## config.mk

```make
export PLATFORM = sky130hd
export DESIGN_NAME = periphery_io_ctrl
export DESIGN_NICKNAME = d
export VERILOG_FILES = /design/src/rtl/periphery_io_ctrl.sv
export SDC_FILE = /design/constraint.sdc
export NUM_CORES = 1
export LEC_CHECK = 0
export ABC_AREA = 1
export BUFFER_PORTS_ARGS = -buffer_cell sky130_fd_sc_hd__buf_2
export CORE_MARGIN = 4
export CORE_UTILIZATION = 54
export DETAILED_ROUTE_END_ITERATION = 8
export GPL_TIMING_DRIVEN = 0
export PLACE_DENSITY = 0.85
export SETUP_SLACK_MARGIN = 0.02
export SYNTH_ARGS = -nofsm -noshare
export SYNTH_HDL_FRONTEND = slang
export SYNTH_SLANG_ARGS = --single-unit
```

## constraint.sdc

```tcl
create_clock -name clk -period 3.7 [get_ports clk]
set_input_delay 0.74 -clock clk [delete_from_list [all_inputs] [get_ports clk]]
set_output_delay 0.74 -clock clk [all_outputs]
set_load 0.02 [all_outputs]
```

## src/rtl/periphery_io_ctrl.sv

```systemverilog
// Host-side IO controller: opcode decode for channel memory access plus run/done sequencing.
// Optional cycle counter behind PERIPHERY_IO_CTRL_PERF_CNT_EN.
module periphery_io_ctrl #(
   parameter int INPUT_DATA_L = 32,
   parameter int IO_OPCODE_L  = 3,
   parameter int OUT_L        = 32,
   parameter int N_CH         = 4,
   parameter int ADDR_L       = 16,
   localparam int CH_L        = (N_CH > 1) ? $clog2(N_CH) : 1
) (
   input  logic                    clk,
   input  logic                    rst,
   input  logic [INPUT_DATA_L-1:0] in,
   input  logic [IO_OPCODE_L-1:0]  io_opcode,
   input  logic                    reset_execution_io,
   input  logic                    enable_execution_io,
   output logic                    done_execution_io,
   output logic [OUT_L-1:0]        out,
   output logic [N_CH-1:0]         ch_enable,
   output logic [N_CH-1:0]         ch_rst_exec,
   input  logic [N_CH-1:0]         ch_done,
   output logic                    mem_wr_en,
   output logic                    mem_rd_en,
   output logic [CH_L-1:0]         mem_ch,
   output logic [ADDR_L-1:0]       mem_addr,
   output logic [INPUT_DATA_L-1:0] mem_wr_data,
   input  logic [OUT_L-1:0]        mem_rd_data,
   input  logic                    mem_rd_valid
);

   typedef enum logic [1:0] {IDLE = 2'd0, RUN = 2'd1, DONE = 2'd2} state_t;

   localparam logic [IO_OPCODE_L-1:0] OP_SETA = IO_OPCODE_L'(1);
   localparam logic [IO_OPCODE_L-1:0] OP_SETC = IO_OPCODE_L'(2);
   localparam logic [IO_OPCODE_L-1:0] OP_WR   = IO_OPCODE_L'(3);
   localparam logic [IO_OPCODE_L-1:0] OP_RD   = IO_OPCODE_L'(4);
   localparam logic [IO_OPCODE_L-1:0] OP_MASK = IO_OPCODE_L'(5);
   localparam logic [IO_OPCODE_L-1:0] OP_STAT = IO_OPCODE_L'(6);
   localparam logic [IO_OPCODE_L-1:0] OP_CYC  = IO_OPCODE_L'(7);

   state_t state_q, state_d;
   logic start;
   logic [ADDR_L-1:0] addr_q, addr_d;
   logic [CH_L-1:0] ch_sel_q, ch_sel_d;
   logic [N_CH-1:0] mask_q, mask_d;
   logic [N_CH-1:0] sticky_q, sticky_d;
   logic err_q, err_d;
   logic [1:0] ign_q;
   logic rd_ok, busy, all_done;
   logic [OUT_L-1:0] status;

   logic done_q, done_d;
   logic [OUT_L-1:0] out_q, out_d;
   logic [N_CH-1:0] en_q, en_d;
   logic [N_CH-1:0] rstx_q, rstx_d;
   logic wr_q, wr_d, rd_q, rd_d;
   logic [CH_L-1:0] mch_q, mch_d;
   logic [ADDR_L-1:0] maddr_q, maddr_d;
   logic [INPUT_DATA_L-1:0] wdat_q, wdat_d;

`ifdef PERIPHERY_IO_CTRL_PERF_CNT_EN
   logic [31:0] cnt_q, cnt_d;
`endif

   assign all_done = ((sticky_q | ch_done) & mask_q) == mask_q;
   assign rd_ok    = mem_rd_valid && (ign_q == 2'd0);
   assign busy     = !reset_execution_io && (state_q != IDLE);

   always_ff @(posedge clk) begin
      if (rst) state_q <= IDLE;
      else     state_q <= state_d;
   end

   always_comb begin
      state_d = state_q;
      start   = 1'b0;
      unique case (state_q)
         IDLE: if (enable_execution_io && mask_q != '0) begin
            state_d = RUN;
            start   = 1'b1;
         end
         RUN:  if (all_done) state_d = DONE;
         DONE: if (!enable_execution_io) state_d = IDLE;
         default: state_d = IDLE;
      endcase
      if (reset_execution_io) begin
         state_d = IDLE;
         start   = 1'b0;
      end
   end

   always_comb begin
      status = '0;
      status[N_CH+2:0] = {err_q, sticky_q, state_q};
      addr_d   = addr_q;
      ch_sel_d = ch_sel_q;
      mask_d   = mask_q;
      err_d    = reset_execution_io ? 1'b0 : err_q;
      out_d    = out_q;
      wr_d     = 1'b0;
      rd_d     = 1'b0;
      mch_d    = mch_q;
      maddr_d  = maddr_q;
      wdat_d   = wdat_q;
      rstx_d   = reset_execution_io ? mask_q : '0;
`ifdef PERIPHERY_IO_CTRL_PERF_CNT_EN
      cnt_d = cnt_q;
      if (start) cnt_d = '0;
      else if (state_q == RUN && !reset_execution_io && cnt_q != '1)
         cnt_d = cnt_q + 32'd1;
`endif
      // a fresh run starts with no completed channels
      if (reset_execution_io || start) sticky_d = '0;
      else if (state_q == RUN) sticky_d = sticky_q | (ch_done & mask_q);
      else sticky_d = sticky_q;
      if (!reset_execution_io && state_q == IDLE
          && enable_execution_io && mask_q == '0)
         err_d = 1'b1;
      case (io_opcode)
         OP_SETA: addr_d = in[ADDR_L-1:0];
         OP_SETC: begin
            if (in >= INPUT_DATA_L'(N_CH)) err_d = 1'b1;
            else ch_sel_d = in[CH_L-1:0];
         end
         OP_WR: begin
            if (busy) err_d = 1'b1;
            else begin
               wr_d    = 1'b1;
               maddr_d = addr_q;
               mch_d   = ch_sel_q;
               wdat_d  = in;
               addr_d  = addr_q + 1'b1;
            end
         end
         OP_RD: begin
            if (busy) err_d = 1'b1;
            else begin
               rd_d    = 1'b1;
               maddr_d = addr_q;
               mch_d   = ch_sel_q;
               addr_d  = addr_q + 1'b1;
            end
         end
         OP_MASK: begin
            if (busy) err_d = 1'b1;
            else mask_d = in[N_CH-1:0];
         end
         OP_STAT: out_d = status;
`ifdef PERIPHERY_IO_CTRL_PERF_CNT_EN
         OP_CYC: out_d = OUT_L'(cnt_q);
`endif
         default: ;
      endcase
      if (rd_ok) out_d = mem_rd_data;
      en_d   = (state_d == RUN) ? mask_d : '0;
      done_d = (state_d == DONE);
   end

   always_ff @(posedge clk) begin
      if (rst) begin
         addr_q   <= '0;
         ch_sel_q <= '0;
         mask_q   <= '1;
         sticky_q <= '0;
         err_q    <= 1'b0;
         ign_q    <= 2'd2;
         done_q   <= 1'b0;
         out_q    <= '0;
         en_q     <= '0;
         rstx_q   <= '0;
         wr_q     <= 1'b0;
         rd_q     <= 1'b0;
         mch_q    <= '0;
         maddr_q  <= '0;
         wdat_q   <= '0;
`ifdef PERIPHERY_IO_CTRL_PERF_CNT_EN
         cnt_q    <= '0;
`endif
      end else begin
         addr_q   <= addr_d;
         ch_sel_q <= ch_sel_d;
         mask_q   <= mask_d;
         sticky_q <= sticky_d;
         err_q    <= err_d;
         ign_q    <= (ign_q != 2'd0) ? ign_q - 2'd1 : 2'd0;
         done_q   <= done_d;
         out_q    <= out_d;
         en_q     <= en_d;
         rstx_q   <= rstx_d;
         wr_q     <= wr_d;
         rd_q     <= rd_d;
         mch_q    <= mch_d;
         maddr_q  <= maddr_d;
         wdat_q   <= wdat_d;
`ifdef PERIPHERY_IO_CTRL_PERF_CNT_EN
         cnt_q    <= cnt_d;
`endif
      end
   end

   assign done_execution_io = done_q;
   assign out               = out_q;
   assign ch_enable         = en_q;
   assign ch_rst_exec       = rstx_q;
   assign mem_wr_en         = wr_q;
   assign mem_rd_en         = rd_q;
   assign mem_ch            = mch_q;
   assign mem_addr          = maddr_q;
   assign mem_wr_data       = wdat_q;

endmodule
```

# Word level (Yosys, flattened, before mapping)
# Index checks and enable logic that the tools add are counted.
# op_classes
eq_ne,12
reduce_logical,28
n_lt_le_gt_ge,1
n_mux,21
bitwise_logic,11
n_addsub,2
# op_table
cell,n
$mux 32,2
$ge 32x3->1 const B,1
$pmux 16 s2,1
$add 16x1->16 const B,1
$mux 16,1
$reduce_or 2->1,7
$mux 2,5
$eq 3x3->1 const B,3
$and 4x4->4,2
$mux 1,8
$mux 4,2
$or 4x4->4,2
$reduce_and 2->1,4
$reduce_bool 2->1,4
$not 1->1,7
$eq 3x2->1 const B,2
$logic_and 1x1->1,6
$pmux 2 s3,1
$eq 2x1->1 const B,2
$eq 2x2->1 const B,2
$eq 4x4->1,1
$logic_not 2->1,2
$logic_not 4->1,1
$reduce_bool 4->1,1
other kinds (7),7
# word_totals
input_bits,76
wordCells,92
out_inout_bits,93
ff_bits,124

# Logic depth before layout (Yosys ltp)
# Gate-level depths: netlist of the first run.
# depth
word_depth,9
depth_mapped,10
depth_no_buf,9

# Worst setup path after synthesis of the first run
# No wires, ideal clock.
# synth_timing
kind,input-to-reg
startpoint,input reset_execution_io
endpoint,"register wdat_q[28], in the netlist mem_wr_data[28]"
stages,7
n_path_buf,2
t_arrival_ps,1514
setup_time_ps,116
t_required_ps,3584
setup_slack_ps,2071
path_cell_list,o21bai_4 -> inv_2 -> nor2_2 -> buf_2 -> buf_4 -> o21ai_0 -> nor2_1
# synth_via
elab_chain_cells,4
# synth_lines
item,line,text
"start, declared",15,"input logic reset_execution_io,"
$logic_not 1->1,67,assign busy = !reset_execution_io && (state_q != IDLE);
$logic_and 1x1->1,67,
$not 1->1 (no line),n/a,
$reduce_and 2->1 (no line),n/a,
"end signal, assigned",194,wdat_q <= wdat_d;
"end, declared",59,"logic [INPUT_DATA_L-1:0] wdat_q, wdat_d;"
# No other way between the ends.
# A chain may end at the register's enable or synchronous reset.

# Worst setup path after layout of the first run
# layout_timing
startpoint,"register out_q[23], in the netlist out[23]"
endpoint,output out[23]
# layout_rtl
item,line,text
"start, declared",53,"logic [OUT_L-1:0] out_q, out_d;"
"start signal, assigned",187,out_q <= out_d;
"end, declared",18,"output logic [OUT_L-1:0] out,"
# No word-level cell between the ends.

==> results of run 1 <==
worst register-to-register path: cells and delay by family, from the launching register on:
kind / cells / cell delay [ns]
AOI/OAI and AO/OA: 1 / 0.05
adders and majority gates: 1 / 0.21
DFF: 1 / 0.41
and+or+nand+nor: 6 / 0.83
area by class of cell:
type	count	area, um2	area share
Clock inverter	13	190	0.0287
Clock buffer	19	432	0.0652
Multi-Input combinational cell	480	2180	0.329
Timing Repair Buffer	168	841	0.127
Inverter	53	201	0.0304
Buffer	32	156	0.0236
Tap cell	108	135	0.0204
Sequential cell	124	2480	0.375
registers in the layout, summed over array words and instances, names as in the netlist:
signal             cells
mask_q                 4
sticky_q               4
err_q                  1
addr_q                16
ch_sel_q               2
ch_rst_exec            4
mem_ch                 2
ch_enable              4
out                   32
done_execution_io      1
mem_wr_data           32
mem_addr              16
state_q                2
mem_rd_en              1
ign_q                  2
mem_wr_en              1
cell usage after synthesis:
master and n:
sky130_fd_sc_hd__nand2_1 139, sky130_fd_sc_hd__dfxtp_1 124, sky130_fd_sc_hd__nor2_1 122, sky130_fd_sc_hd__o21ai_0 84, sky130_fd_sc_hd__a21oi_1 72, sky130_fd_sc_hd__inv_1 46
sky130_fd_sc_hd__nand3_1 27, sky130_fd_sc_hd__clkbuf_1 18, sky130_fd_sc_hd__buf_2 8, sky130_fd_sc_hd__nand4_1 8, sky130_fd_sc_hd__nor3_1 7, sky130_fd_sc_hd__buf_4 5
sky130_fd_sc_hd__inv_2 5, sky130_fd_sc_hd__a31oi_1 3, sky130_fd_sc_hd__nor2_2 3, sky130_fd_sc_hd__xor2_1 3, sky130_fd_sc_hd__ha_1 2, sky130_fd_sc_hd__nand2_4 2
sky130_fd_sc_hd__nand3_2 2, sky130_fd_sc_hd__o211ai_1 2, sky130_fd_sc_hd__buf_6 1, sky130_fd_sc_hd__clkinv_1 1, sky130_fd_sc_hd__inv_4 1, sky130_fd_sc_hd__nand2_8 1
sky130_fd_sc_hd__o21ai_1 1, sky130_fd_sc_hd__o21bai_4 1, sky130_fd_sc_hd__o31ai_1 1
through the flow:
stage / cell area, um2 / utilization / std cells
floorplan: 5020 / - / 689
global placement: 5990 / 0.674 / 965
detailed placement: 5990 / 0.674 / 965
CTS: 6620 / 0.744 / 997
global route: 6620 / 0.744 / 997
finish: 6620 / 0.744 / 997
layout by cell type (no fill, tap or decap), drive strengths merged:
| master | n |
|---|---|
| o21bai | 1 |
| clkbuf | 37 |
| o21ai | 85 |
| xor2 | 3 |
| clkinv | 8 |
| clkinvlp | 1 |
| o31ai | 1 |
| a31oi | 3 |
| buf | 182 |
| nand4 | 8 |
| bufinv | 4 |
| nand2 | 142 |
| nor2 | 125 |
| ha | 2 |
| dfxtp | 124 |
| a21oi | 72 |
| inv | 53 |
| o211ai | 2 |
| nand3 | 29 |
| nor3 | 7 |
kinds of logic after synthesis:
family | after synthesis
DFF | 124
AOI/OAI and AO/OA | 164
xor gates and xnor gates | 3
adders and majority gates | 2
and+or+nand+nor | 311
buffers and inverters | 85
path summary, 6_finish.rpt:
kind                             end  cells past startpoint
max                          out[23]                      1
min              out[8]$_SDFFE_PP0P_                      2
max reg2reg  addr_q[14]$_SDFFE_PP0P_                      8
min reg2reg      out[8]$_SDFFE_PP0P_                      2
power by group:
group / switching, mW / total (mW) / internal, mW
clock network: 0.619 / 1.74 / 1.12
registers: 0.0483 / 1.46 / 1.41
logic: 0.294 / 0.442 / 0.149
metal layers:
| metal | routed length, um | vias up | part of all wire |
|---|---|---|---|
| li1 | - | 2614 | - |
| met1 | 6320 | 2568 | 0.40 |
| met2 | 7640 | 263 | 0.48 |
| met3 | 1410 | 40 | 0.089 |
| met4 | 430 | 0 | 0.027 |
| met5 | 0 | - | 0 |
==> impl_metrics.csv, run 1 <==
group,metric,value,unit
yosys,synth_adder_area_share,0.00499,
detailed_routing,drc_errors,0,
hold_path,hold_start,"out[8]$_SDFFE_PP0P_",
sta,setup_slack,1.91,ns
sta,setup_viol,0,
yosys,post-synth-top-area-fraction,0.495,
clock_tree,clkLatencyLatePin,0.52,ns
floorplanning,top_level_ports,169,
clock_tree,post_cts_resize_count,0,
sta,final-max-slew-violation-count,0,
yosys,post_synth_mux_area_share,0,
worst_setup_path,critPathTopFamily,"flip-flops",
worst_setup_path,end_kind,"primary output",
clock_tree,cts_max_path_buffers,2,
sta,min_period,1.79,ns
layout,n_fill_cell,664,
sta,tightestPinTransition,0.666,ns
floorplanning,design.die.area,10900,um2
run,cap_violations,0,
sta,clock_skew,0.00585,ns
grt,grt_antenna_before_repair,0,
grt,gr-total-overflow,0,
worst_setup_path,timing.critical_path.slowest_cell_delay,0.35,ns
power,post-layout-total-power,3.64,mW
worst_setup_path,critical_path.cell_chain,"buf_2",
sta,max-slew-margin-rel,0.556,
yosys,postSynthNetCount,767,
floorplanning,die_y,104,um
worst_setup_path,worstPathArrival,1.05,ns
worst_setup_path,rr_startpoint,"addr_q[1]$_SDFFE_PP0P_",
clock_tree,cts_setup_buffers,0,
clock_tree,tritoncts,"done",
clock_tree,cts.hold.buffers_added,0,
worst_setup_path,critical_path.slowest_cell,"sky130_fd_sc_hd__dfxtp_1",
worst_setup_path,timing.critical_path.from,"out[23]$_SDFFE_PP0P_",
yosys,synth_compound_gate_area_share,0.169,
yosys,synth_top_cells_by_area,"sky130_fd_sc_hd__dfxtp_1 49%, sky130_fd_sc_hd__nand2_1 10%, sky130_fd_sc_hd__nor2_1 9.1%",
clock_tree,worst_setup_hold_path_clk_slew,0.06,ns
floorplanning,fp.coreArea,8890,um2
worst_setup_path,crit_fanout,2,
floorplanning,starting_density_of_the_core,0.564,
worst_setup_path,cp.required,2.96,ns
yosys,synth_top_family_by_area,"simple AND/OR/NAND/NOR gates",
detailed_routing,wl,15.8,mm
worst_setup_path,regToRegSetupSlack,2.06,ns
grt,grt_start_max_net_pins,17,
yosys,synth.distinct_cells,27,
sta,final_min_period_over_clock_period,0.484,
clock_tree,clk_root_buffer_cell,"sky130_fd_sc_hd__clkbuf_8",
power,p_leak,3.16,nW
sta,finalHoldViolations,0,
layout,finish.net_count,954,
clock_tree,cts_buffers,17,
placed_design,place.port_buffers,168,
floorplanning,rows,34,
yosys,post_synthesis_cells,689,
grt,grt_pass1_wl,25.8,mm
grt,routing_usage_on_met2,0.482,
yosys,fraction_of_synthesized_cell_area_in_xor_and_xnor_cells,0.00524,
placed_design,place_worst_setup_slack,1.52,ns
yosys,yosys_register_bits,124,
outcome,run_status,"completed",
sta,timing.setup.tns,0,ns
layout,antenna_cells,0,
detailed_routing,ant_nets,0,
yosys,post_synth_instance_area,5020,um2
sta,grt_setup_unrepaired,"no",
placed_design,dp_hpwl,11.5,mm
grt,use_met1,0.350,
clock_tree,cts.sinks,124,
yosys,synth_top_area_cell,"sky130_fd_sc_hd__dfxtp_1",
grt,number_of_global_route_vias_before_repair,5296,
grt,globalRouteMet3Util,0.0869,
worst_setup_path,critical_path_source_type,"flop",
detailed_routing,detailedRoute.firstPassIterationCount,7,
detailed_routing,per_cell_routed_wire_length,15.8,um
detailed_routing,vias_per_cell,5.50,
floorplanning,dieWidth,104,um
worst_setup_path,setup.worst_path.class,"flop to primary output",
layout,area_delta_synth_final,31.8,%
yosys,synth_simple_gate_area_frac,0.255,
power,power.ir.vdd_worst,0.000316,V
grt,grt.total_usage,0.290,
detailed_routing,route.vias.total,5485,
hold_path,min-delay-path-class,"flop to flop",
worst_setup_path,worst-path-buf-inv,1,
detailed_routing,number_of_violations_reported_at_the_end_of_detailed_routing_iteration_0,392,
clock_tree,ctsHtreeMaxLevel,4,
grt,busiest_layer,"met2",
placed_design,finalWeightedCongestion,0.884,
yosys,yosysSeqAreaShare,0.495,
yosys,syn_avg_cell_area,7.28,um2
yosys,synthesis.yosys.warnings,0,
sta,max_freq,558,MHz
power,power-per-cell-area,550,nW/um2
sta,hold_ws,0.462,ns
layout,share_of_final_layout_standard_cells_stronger_than_drive_strength_1,0.256,
Note: power is estimated with default switching activity, not from simulation.
==> run 2: changes to the inputs <==
--- a/config.mk
+++ b/config.mk
@@ -5,13 +5,13 @@
 export SDC_FILE = /design/constraint.sdc
 export NUM_CORES = 1
 export LEC_CHECK = 0
-export ABC_AREA = 1
+export ABC_AREA = 0
 export BUFFER_PORTS_ARGS = -buffer_cell sky130_fd_sc_hd__buf_2
 export CORE_MARGIN = 4
-export CORE_UTILIZATION = 54
+export CORE_UTILIZATION = 50
 export DETAILED_ROUTE_END_ITERATION = 8
 export GPL_TIMING_DRIVEN = 0
-export PLACE_DENSITY = 0.85
+export PLACE_DENSITY = 0.79
 export SETUP_SLACK_MARGIN = 0.02
 export SYNTH_ARGS = -nofsm -noshare
 export SYNTH_HDL_FRONTEND = slang
==> constraint.sdc (replaced) <==
create_clock -name clk -period 1.8 [get_ports clk]
set_input_delay 0.36 -clock clk [delete_from_list [all_inputs] [get_ports clk]]
set_output_delay 0.36 -clock clk [all_outputs]
set_load 0.02 [all_outputs]
==> run 2 against run 1 <==
Against the previous run:
- synthesized area increased by 1.5%
- critical path depth rose by 4
- combinational power increased by 83%
- critical endpoint is now addr_q[15]$_SDFFE_PP0P_
==> impl_metrics.csv, run 2 <==
group,metric,value,unit
outcome,run_status,"completed",
clock_tree,tritoncts,"done",
placed_design,dpl_cell_area,6100,um2
power,power-per-cell-area,1120,nW/um2
worst_setup_path,setup.worst_path.class,"flop to flop",
floorplanning,starting_density_of_the_core,0.516,
detailed_routing,wl,16.0,mm
worst_setup_path,worstRegToRegCells,5,
yosys,post_synth_instance_area,5090,um2
layout,layout_common_cells,"178 x sky130_fd_sc_hd__buf_2, 121 x sky130_fd_sc_hd__nand2_1, 121 x sky130_fd_sc_hd__dfxtp_1",
detailed_routing,drc_errors,0,
yosys,synth-async-reset-ratio,0,
grt,globalRouteMet3Util,0.0693,
hold_path,min-delay-path-class,"input pin to flop",
sta,setup_viol,0,
grt,grt.total_usage,0.267,
yosys,postSynthNetCount,679,
sta,finalHoldViolations,0,
sta,max_freq,598,MHz
grt,number_of_global_route_vias_before_repair,5013,
placed_design,dp_hpwl,11.7,mm
worst_setup_path,regToRegSetupSlack,0.13,ns
worst_setup_path,timing.critical_path.slowest_cell_delay,0.45,ns
grt,grt_pass1_wl,24.6,mm
detailed_routing,detailedRoute.firstPassIterationCount,5,
worst_setup_path,timing.rr.end,"addr_q[15]$_SDFFE_PP0P_",
placed_design,finalWeightedCongestion,0.906,
placed_design,place_worst_setup_slack,-0.414,ns
worst_setup_path,critical_path.slowest_cell,"sky130_fd_sc_hd__a2111o_1",
floorplanning,design.die.area,11900,um2
clock_tree,cts.sinks,124,
yosys,synth_edf_count,0,
floorplanning,die_y,109,um
power,comb_power_share,0.106,
power,p_leak,2.98,nW
grt,routing_usage_on_met2,0.447,
hold_path,holdPathStages,3,
layout,share_of_final_layout_standard_cells_stronger_than_drive_strength_1,0.294,
grt,grt_antenna_before_repair,0,
worst_setup_path,crit_fanout,10,
worst_setup_path,end_kind,"flop",
layout,n_fill_cell,819,
worst_setup_path,critical_path_source_type,"flop",
yosys,yosysSeqAreaShare,0.487,
yosys,synth.cells.most_frequent,"124 x sky130_fd_sc_hd__dfxtp_1, 122 x sky130_fd_sc_hd__nand2_1, 62 x sky130_fd_sc_hd__a21oi_1",
clock_tree,cts_buffers,17,
power,post-layout-total-power,7.67,mW
hold_path,hold_start,"in[26]",
power,switchingPower,1.88,mW
yosys,synthFlopType,"sky130_fd_sc_hd__dfxtp_1",
worst_setup_path,critical_path.cell_chain,"o21ba_2, buf_2, a21o_2, a2111o_1, o211ai_2",
yosys,post-synth-top-area-fraction,0.487,
grt,use_met1,0.330,
power,seq_power_share,0.387,
worst_setup_path,rr_startpoint,"state_q[0]$_SDFF_PP0_",
yosys,synthesis.yosys.warnings,0,
floorplanning,fp.coreArea,9860,um2
placed_design,place.port_buffers,168,
yosys,most_frequently_used_cell_type_in_the_post_synthesis_netlist,"sky130_fd_sc_hd__dfxtp_1",
detailed_routing,per_cell_routed_wire_length,17.1,um
detailed_routing,route.vias.total,5293,
sta,setup_slack,0.128,ns
clock_tree,worst_setup_hold_path_clk_slew,0.06,ns
yosys,post_synthesis_cells,601,
yosys,yosys_register_bits,124,
grt,busiest_layer,"met2",
grt,grt_start_max_net_pins,17,
sta,grt_setup_unrepaired,"no",
sta,tightestPinTransition,0.659,ns
sta,final-max-slew-violation-count,0,
worst_setup_path,cp.required,2.26,ns
sta,max-slew-margin-rel,0.556,
clock_tree,ctsHtreeMaxLevel,4,
clock_tree,cts_max_path_buffers,2,
power,netSwitchingFraction,0.245,
yosys,synth.distinct_cells,56,
floorplanning,dieWidth,109,um
power,p_clk_frac,0.507,
layout,antenna_cells,0,
power,power.ir.vdd_worst,0.000545,V
yosys,synth_top_area_cell,"sky130_fd_sc_hd__dfxtp_1",
sta,hold_ws,0.0817,ns
detailed_routing,vias_per_cell,5.66,
yosys,synth_top_cells_by_area,"sky130_fd_sc_hd__dfxtp_1 49%, sky130_fd_sc_hd__nand2_1 9.0%, sky130_fd_sc_hd__a21oi_1 6.1%",
layout,layout.cells.non_filler,935,
layout,final_cell_area,6850,um2
yosys,syn_avg_cell_area,8.48,um2
layout,area_delta_synth_final,34.4,%
hold_path,timing.hold.worst_endpoint,"mem_wr_data[26]$_SDFFE_PP0P_",
power,internal_power,5.79,mW
clock_tree,clkLatencyLatePin,0.53,ns
layout,commonest_non_fill_non_tap_cell_in_the_layout,"sky130_fd_sc_hd__buf_2",
detailed_routing,number_of_violations_reported_at_the_end_of_detailed_routing_iteration_0,489,
grt,gr-total-overflow,0,
placed_design,cells_after_dpl,902,
sta,min_period,1.67,ns
clock_tree,clk_root_buffer_cell,"sky130_fd_sc_hd__clkbuf_8",
sta,clock_skew,0.00682,ns
floorplanning,rows,36,
sta,final_min_period_over_clock_period,0.929,
worst_setup_path,worstPathArrival,2.13,ns
detailed_routing,ant_nets,0,
layout,finish.net_count,867,
layout,multiInputGateArea,2440,um2
run,cap_violations,0,
layout,register_area,2490,um2
floorplanning,top_level_ports,169,
run 2: worst max-delay path, delay by kind of cell, from the launching register on:
family	cells	cell delay, ns
AO/OA/AOI/OAI	4	1.05
flip-flops	1	0.37
buffers and inverters	1	0.19
run 2: layer usage:
metal  vias to the layer above  share of wire  wire length (um)
met5                         -              0                 0
met2                       249           0.48              7690
li1                       2531              -                 -
met1                      2490           0.41              6640
met4                         0          0.015               240
met3                        23          0.091              1460
run 2: kinds of logic (layout without fill, tap and decap cells):
logic type               count (synthesis)  after routing  synth area share
adder cells (fa/ha/maj)                  2              2           0.00491
buffers and inverters                   51            252            0.0430
multiplexers                            13             13            0.0255
AO/OA/AOI/OAI                          167            167             0.220
flip-flops                             124            124             0.487
AND/OR/NAND/NOR                        244            244             0.219
run 2: area by class of cell:
class	count	area share
Buffer	40	0.0261
Clock buffer	19	0.0645
Clock inverter	13	0.0345
Inverter	10	0.00548
Multi-Input combinational cell	426	0.357
Sequential cell	124	0.363
Tap cell	133	0.0243
Timing Repair Buffer	170	0.125
run 2: worst max path at each step:
| stage | from | endpoint | slack [ns] | depth (start not counted) |
|---|---|---|---|---|
| finish | state_q[0]$_SDFF_PP0_ | addr_q[15]$_SDFFE_PP0P_ | 0.13 | 5 |
| global route | io_opcode[2] | mem_ch[0]$_SDFFE_PP0P_ | 0.02 | 7 |
| CTS | ign_q[1]$_SDFF_PP1_ | out[17]$_SDFFE_PP0P_ | 0.007 | 6 |
| detailed placement | mem_rd_valid | out[14]$_SDFFE_PP0P_ | -0.41 | 7 |
| global placement | mem_rd_valid | out[27]$_SDFFE_PP0P_ | -0.34 | 7 |
| floorplan | io_opcode[0] | addr_q[15]$_SDFFE_PP0P_ | 0.10 | 5 |
run 2: per-stage QoR:
stage	setup TNS, ns	utilization
final	0	0.694
after detailed placement	-24.86	0.618
after floorplan	0	-
after global routing	0	0.694
after CTS	0	0.687
after global placement	-20.61	0.618
run 2: power groups by stage:
stage / Clock [mW] / Sequential, mW / Combinational (mW)
2_1_floorplan: 0 / 3.09 / 0.387
3_3_place_gp: 0 / 3.01 / 0.771
3_5_place_dp: 0 / 3.02 / 0.791
4_1_cts: 3.92 / 2.96 / 0.797
5_1_grt: 4.05 / 2.98 / 0.885
6_report: 3.89 / 2.97 / 0.811
run 2: timing repair:
| item | in CTS | in global routing |
|---|---|---|
| resized for setup | 1 | 15 |
| pin swaps | 0 | 1 |
| hold buffers | 0 | 0 |
| buffers inserted | 0 | 2 |
| endpoints found under the setup margin | 34 | 74 |
